## config.mk

```make
export PLATFORM = sky130hd
export DESIGN_NAME = change_dispenser
export DESIGN_NICKNAME = d
export VERILOG_FILES = /design/src/rtl/vm_pkg.sv /design/src/rtl/coin_inventory.sv /design/src/rtl/change_dispenser.sv
export SDC_FILE = /design/constraint.sdc
export NUM_CORES = 1
export LEC_CHECK = 0
export CORE_ASPECT_RATIO = 1.5
export CORE_MARGIN = 4
export CORE_UTILIZATION = 55
export DETAILED_ROUTE_END_ITERATION = 12
export PLACE_DENSITY = 0.87
export SKIP_CTS_REPAIR_TIMING = 1
export SLEW_MARGIN = 5
export SYNTH_ARGS = -nofsm -noshare
export SYNTH_HDL_FRONTEND = slang
export SYNTH_SLANG_ARGS = --single-unit
```

## constraint.sdc

```tcl
create_clock -name clk -period 3.14 [get_ports clk]
set_input_delay 0.628 -clock clk [delete_from_list [all_inputs] [get_ports clk]]
set_output_delay 0.628 -clock clk [all_outputs]
set_load 0.01 [all_outputs]
```

## src/rtl/vm_pkg.sv

```systemverilog
// Shared definitions for the change dispenser: denomination values and indices,
// FSM state encoding and the default amount width.
package vm_pkg;

    localparam int DEFAULT_AMT_W = 8;
    localparam int NUM_DENOM     = 4;

    localparam int VAL_5  = 5;
    localparam int VAL_10 = 10;
    localparam int VAL_20 = 20;
    localparam int VAL_50 = 50;

    typedef logic [1:0] denom_idx_t;

    localparam denom_idx_t IDX_5  = 2'd0;
    localparam denom_idx_t IDX_10 = 2'd1;
    localparam denom_idx_t IDX_20 = 2'd2;
    localparam denom_idx_t IDX_50 = 2'd3;

    typedef enum logic [1:0] {
        ST_IDLE  = 2'd0,
        ST_PICK  = 2'd1,
        ST_EJECT = 2'd2,
        ST_DONE  = 2'd3
    } state_t;

    function automatic int denom_value(input denom_idx_t idx);
        case (idx)
            IDX_5:   return VAL_5;
            IDX_10:  return VAL_10;
            IDX_20:  return VAL_20;
            default: return VAL_50;
        endcase
    endfunction

endpackage

```

## src/rtl/coin_inventory.sv

```systemverilog
// Per-denomination coin counters for the change dispenser: bulk refill, one
// indexed decrement per cycle, and nonzero/empty flags per denomination.
module coin_inventory
    import vm_pkg::*;
#(
    parameter int CNT_W      = 4,
    parameter int INIT_COUNT = 4
) (
    input  logic                 clk,
    input  logic                 reset,
    input  logic                 i_refill,
    input  logic                 i_dec,
    input  denom_idx_t           i_dec_idx,
    output logic [NUM_DENOM-1:0] o_nonzero,
    output logic [NUM_DENOM-1:0] o_empty
);

    logic [NUM_DENOM-1:0][CNT_W-1:0] r_cnt;

    // NOTE: the counters are architectural state, so unlike a data memory they
    // must be reset; refill shares the same load path.
    always_ff @(posedge clk) begin
        if (reset || i_refill) begin
            for (int i = 0; i < NUM_DENOM; i++) begin
                r_cnt[i] <= CNT_W'(INIT_COUNT);
            end
        end else if (i_dec) begin
            r_cnt[i_dec_idx] <= r_cnt[i_dec_idx] - CNT_W'(1);
        end
    end

    always_comb begin
        for (int i = 0; i < NUM_DENOM; i++) begin
            o_nonzero[i] = |r_cnt[i];
        end
        o_empty = ~o_nonzero;
    end

endmodule

```

## src/rtl/change_dispenser.sv

```systemverilog
// Coin-return sequencer: greedy 50/20/10/5 ejection under a hopper ack handshake.
// Optional macro ACK_TIMEOUT_EN adds a hopper ack timeout with a sticky jam flag.
module change_dispenser
    import vm_pkg::*;
#(
    parameter int AMT_W          = DEFAULT_AMT_W,
    parameter int CNT_W          = 4,
    parameter int INIT_COUNT     = 4,
    parameter int TIMEOUT_CYCLES = 16
) (
    input  logic             clk,
    input  logic             reset,
    input  logic             req_valid,
    input  logic [AMT_W-1:0] req_amount,
    output logic             req_ready,
    input  logic             hopper_ack,
    output logic             eject_5,
    output logic             eject_10,
    output logic             eject_20,
    output logic             eject_50,
    input  logic             refill,
    output logic [3:0]       coin_empty,
    output logic             done,
    output logic             done_short,
    output logic [AMT_W-1:0] owed,
    output logic             jam
);

    state_t           r_state;
    state_t           w_next;
    logic [AMT_W-1:0] r_remaining;
    logic [AMT_W-1:0] r_owed;
    logic             r_short;
    denom_idx_t       r_sel;
    denom_idx_t       w_pick_idx;
    logic             w_pick_found;
    logic [AMT_W-1:0] w_sel_val;
    logic [3:0]       w_nonzero;
    logic             w_refill_ok;
    logic             w_dec;

    assign w_refill_ok = refill && (r_state == ST_IDLE);
    assign w_dec       = hopper_ack && (r_state == ST_EJECT);
    assign w_sel_val   = AMT_W'(denom_value(r_sel));

    coin_inventory #(
        .CNT_W      (CNT_W),
        .INIT_COUNT (INIT_COUNT)
    ) u_inv (
        .clk       (clk),
        .reset     (reset),
        .i_refill  (w_refill_ok),
        .i_dec     (w_dec),
        .i_dec_idx (r_sel),
        .o_nonzero (w_nonzero),
        .o_empty   (coin_empty)
    );

`ifdef ACK_TIMEOUT_EN
    localparam int TMO_W = $clog2(TIMEOUT_CYCLES + 1);

    logic [TMO_W-1:0] r_tmo_cnt;
    logic             r_jam;
    logic             w_timeout;

    // An ack in the last counted cycle takes priority over the timeout.
    assign w_timeout = (r_state == ST_EJECT) && !hopper_ack &&
                       (r_tmo_cnt == TMO_W'(TIMEOUT_CYCLES - 1));

    always_ff @(posedge clk) begin
        if (reset) begin
            r_tmo_cnt <= '0;
            r_jam     <= 1'b0;
        end else begin
            if (r_state != ST_EJECT) begin
                r_tmo_cnt <= '0;
            end else if (!hopper_ack) begin
                r_tmo_cnt <= r_tmo_cnt + TMO_W'(1);
            end
            if (w_timeout) begin
                r_jam <= 1'b1;
            end else if (w_refill_ok) begin
                r_jam <= 1'b0;
            end
        end
    end

    assign jam = r_jam;
`else
    assign jam = 1'b0;
`endif

    // Largest affordable denomination that is still in stock.
    always_comb begin
        w_pick_found = 1'b0;
        w_pick_idx   = IDX_5;
        if (r_remaining >= AMT_W'(VAL_50) && w_nonzero[IDX_50]) begin
            w_pick_found = 1'b1;
            w_pick_idx   = IDX_50;
        end else if (r_remaining >= AMT_W'(VAL_20) && w_nonzero[IDX_20]) begin
            w_pick_found = 1'b1;
            w_pick_idx   = IDX_20;
        end else if (r_remaining >= AMT_W'(VAL_10) && w_nonzero[IDX_10]) begin
            w_pick_found = 1'b1;
            w_pick_idx   = IDX_10;
        end else if (r_remaining >= AMT_W'(VAL_5) && w_nonzero[IDX_5]) begin
            w_pick_found = 1'b1;
            w_pick_idx   = IDX_5;
        end
    end

    always_ff @(posedge clk) begin
        if (reset) begin
            r_state <= ST_IDLE;
        end else begin
            r_state <= w_next;
        end
    end

    // NOTE: every combinational output gets a default first so no path leaves
    // it unassigned and no latch is inferred.
    always_comb begin
        w_next = r_state;
        case (r_state)
            ST_IDLE: begin
                if (req_valid) w_next = ST_PICK;
            end
            ST_PICK: begin
                w_next = w_pick_found ? ST_EJECT : ST_DONE;
            end
            ST_EJECT: begin
                if (hopper_ack) w_next = ST_PICK;
`ifdef ACK_TIMEOUT_EN
                else if (w_timeout) w_next = ST_DONE;
`endif
            end
            ST_DONE: begin
                w_next = ST_IDLE;
            end
            default: begin
                w_next = ST_IDLE;
            end
        endcase
    end

    // NOTE: sequential state uses non-blocking assignments so every register
    // samples the pre-edge values regardless of statement order.
    always_ff @(posedge clk) begin
        if (reset) begin
            r_remaining <= '0;
            r_owed      <= '0;
            r_short     <= 1'b0;
            r_sel       <= IDX_5;
        end else begin
            case (r_state)
                ST_IDLE: begin
                    if (req_valid) begin
                        r_remaining <= req_amount;
                        r_owed      <= '0;
                        r_short     <= 1'b0;
                    end
                end
                ST_PICK: begin
                    r_sel <= w_pick_idx;
                    if (!w_pick_found) begin
                        r_short <= (r_remaining != '0);
                        r_owed  <= r_remaining;
                    end
                end
                ST_EJECT: begin
                    if (hopper_ack) begin
                        r_remaining <= r_remaining - w_sel_val;
                    end
`ifdef ACK_TIMEOUT_EN
                    else if (w_timeout) begin
                        r_short <= 1'b1;
                        r_owed  <= r_remaining;
                    end
`endif
                end
                default: ;
            endcase
        end
    end

    always_comb begin
        req_ready  = (r_state == ST_IDLE);
        done       = (r_state == ST_DONE);
        done_short = (r_state == ST_DONE) && r_short;
        owed       = r_owed;
        eject_5    = 1'b0;
        eject_10   = 1'b0;
        eject_20   = 1'b0;
        eject_50   = 1'b0;
        if (r_state == ST_EJECT) begin
            case (r_sel)
                IDX_5:   eject_5  = 1'b1;
                IDX_10:  eject_10 = 1'b1;
                IDX_20:  eject_20 = 1'b1;
                default: eject_50 = 1'b1;
            endcase
        end
    end

endmodule

```

==> flow_summary.json <==
{
  "path_class": "reg -> out",
  "gr-total-overflow": 0,
  "worst-slew-pin-transition_ns": 0.677,
  "p_seq_frac": 0.464,
  "crit_buf_inv": 1,
  "synth_nets": 269,
  "slew_violations": 0,
  "hold_viol_final": 0,
  "cp.arrival_ns": 1.89,
  "finalSetupViolations": 0,
  "yosys.area.top_type": "dfxtp_1",
  "synth_top_area_frac": 0.359,
  "vias": 1943,
  "dp_hpwl_um": 3960,
  "grt_pass1_wl_um": 8670,
  "rsz0062_at_grt": "no",
  "clock_skew_ns": 0.00971,
  "hold_start": "owed[7]$_SDFFE_PP0P_",
  "post-route-util": 0.681,
  "max_freq_ghz": 0.398,
  "grtUsageTotal": 0.229,
  "die_w_um": 58.0,
  "internal_power_w": 0.000792,
  "grtUsageMet1": 0.252,
  "htree_num_levels": 2,
  "rows": 27,
  "routed_wl_um": 5180,
  "crit_family": "flip-flops",
  "startpoint": "r_sel[0]$_SDFFE_PP0N_",
  "drt_iter0_markers": 54,
  "max-slew-margin-rel": 0.549,
  "synth_edf_count": 0,
  "dpl-instance-area_um2": 2380,
  "synth_seq_cells": 37,
  "core_area_um2": 3650,
  "seq_area_frac_synth": 0.359,
  "clk_pin_slew_ns": 0.08,
  "synth_area_leaders": "dfxtp_1, nor2_1, nand2_1",
  "cts_buffer_depth": 2,
  "end_kind": "primary output",
  "slowest_stage": "dfxtp_1",
  "final_cell_mix": "dfxtp_1, nor2_1, clkdlybuf4s50_1",
  "net-switching-power_w": 0.000342,
  "n_antenna_cell": 0,
  "r2r-start": "r_sel[0]$_SDFFE_PP0N_",
  "grt_pass1_vias": 1949,
  "wl_per_cell_um": 16.2,
  "sw_frac_of_total": 0.301,
  "design_area_um2": 2480,
  "critPathMaxFanout": 12,
  "slowest_delay_ns": 0.65,
  "cts.sinks": 37,
  "layout_commonest_cell": "dfxtp_1",
  "cts_root_buf": "clkbuf_8",
  "combPwrFrac": 0.213,
  "power.leakage_nw": 0.936,
  "ys.warnings.count": 0,
  "outcome": "completed",
  "synth_cell_type_count": 47,
  "grt-busiest-layer": "met2",
  "grt_use_met3": 0.0498,
  "finalCriticalPeriod_ns": 2.51,
  "gp_congestion": 0.881,
  "p_clk_frac": 0.323,
  "ir_drop_mv": 0.438,
  "die_y_um": 83.0,
  "ant_nets": 0,
  "grt_max_degree": 14,
  "antenna_found_initial": 0,
  "startpoint_type": "flop",
  "tritoncts": "yes",
  "syn_inst": 248,
  "fin_setup_tns_ns": 0,
  "maxCapViolCount": 0,
  "clock_latency_ns": 0.29,
  "drc_errors": 0,
  "ioPinCount": 33,
  "required_ns": 2.51,
  "die_area_um2": 4820,
  "syn_area_um2": 2060,
  "first_pass_iters": 4,
  "hold_class": "reg -> reg",
  "cts_inserted_buffers": 5,
  "path_cells": "nand2b_1 > nor2_1 > clkdlybuf4s50_1",
  "initial_core_util": 0.566,
  "final_nets": 297,
  "drive_gt1_frac": 0.0686,
  "post-route-period-util": 0.801,
  "syn-mean-instance-area_um2": 8.32,
  "grt_use_met2": 0.403,
  "ys.flop_type": "dfxtp_1",
  "powerDensity_nw_per_um2": 457,
  "area_delta_synth_final_pct": 20.3,
  "viasPerCell": 6.07,
  "ys_async_sr_fraction": 0,
  "numPortBuffers": 31
}
[metal layers]
| metal | part of all wire | routed length [um] | up-vias |
|---|---|---|---|
| met4 | 0.034 | 174 | 0 |
| met2 | 0.53 | 2740 | 66 |
| li1 | - | - | 930 |
| met5 | 0 | 0 | - |
| met3 | 0.041 | 213 | 18 |
| met1 | 0.40 | 2050 | 929 |
[logic make-up (layout without fill, tap and decap cells)]
| kind of cell | count (synthesis) | after routing | share of synthesized area |
|---|---|---|---|
| simple gates | 107 | 107 | 0.248 |
| compound gates | 51 | 51 | 0.168 |
| flops | 37 | 37 | 0.359 |
| buf+inv | 22 | 51 | 0.0497 |
| mux | 13 | 13 | 0.0830 |
| xor+xnor | 9 | 9 | 0.0382 |
| fa+ha+maj | 8 | 8 | 0.0521 |
| other cells | 1 | 1 | 0.00182 |
[synth_stat cells, drive strengths merged (2+ instances only)]
library cell,number
buf,4
and2,3
xor2,4
xnor2,5
mux4,3
o41ai,2
ha,7
nand4,3
dfxtp,37
nand2,30
nor2,36
nor3,12
or2,3
a211oi,12
and3,2
nor4,4
o21a,3
a21oi,11
mux2i,10
clkbuf,9
a31oi,3
nor2b,4
o21ai,10
inv,9
o311ai,2
nand2b,6
[cell type report]
cell class,count,area (um^2)
Tap cell,43,53.8
Inverter,9,33.8
Timing Repair Buffer,34,333
Clock inverter,1,5.00
Fill cell,299,1160
Multi-Input combinational cell,189,1220
Clock buffer,7,96.3
Sequential cell,37,741
[through the flow]
| stage | cells | total power (W) | hold slack [ns] | setup slack (ns) |
|---|---|---|---|---|
| 6_report | 320 | 0.00113 | 0.460 | 0.626 |
| 5_1_grt | 320 | 0.00119 | 0.488 | 0.521 |
| 3_3_place_gp | 312 | 0.000764 | 0.446 | 0.891 |
| 3_5_place_dp | 312 | 0.000773 | 0.454 | 0.837 |
| 2_1_floorplan | 248 | 0.000704 | 0.434 | 1.02 |
| 4_1_cts | 320 | 0.00113 | 0.464 | 0.619 |
[worst register-to-register path: stages (launching register included)]
cell	delay, ns
dfxtp_1	0.65
nor2_1	0.10
ha_1	0.23
fa_1	0.38
nor2b_1	0.16
o21ai_1	0.11
and4_1	0.21
a2111oi_0	0.29
nor3_1	0.09
[flip-flops by register name, summed over array words and instances (netlist names)]
signal / count
r_short: 1
r_sel: 2
r_remaining: 8
u_inv.r_cnt: 16
owed: 8
r_state: 2
[final timing paths]
path	slack, ns	to	cells after the start
max	0.63	eject_10	3
min	0.46	owed[7]$_SDFFE_PP0P_	2
max reg2reg	0.81	r_remaining[4]$_SDFFE_PP0P_	8
min reg2reg	0.46	owed[7]$_SDFFE_PP0P_	2
[power by group through the flow]
stage          logic [W]  registers [W]  clock network [W]
2_1_floorplan   0.000188       0.000516                  0
3_3_place_gp    0.000231       0.000534                  0
3_5_place_dp    0.000238       0.000536                  0
4_1_cts         0.000239       0.000525           0.000369
5_1_grt         0.000268       0.000529           0.000394
6_report        0.000241       0.000527           0.000366
No activity file was read; power rests on OpenSTA's default activity.
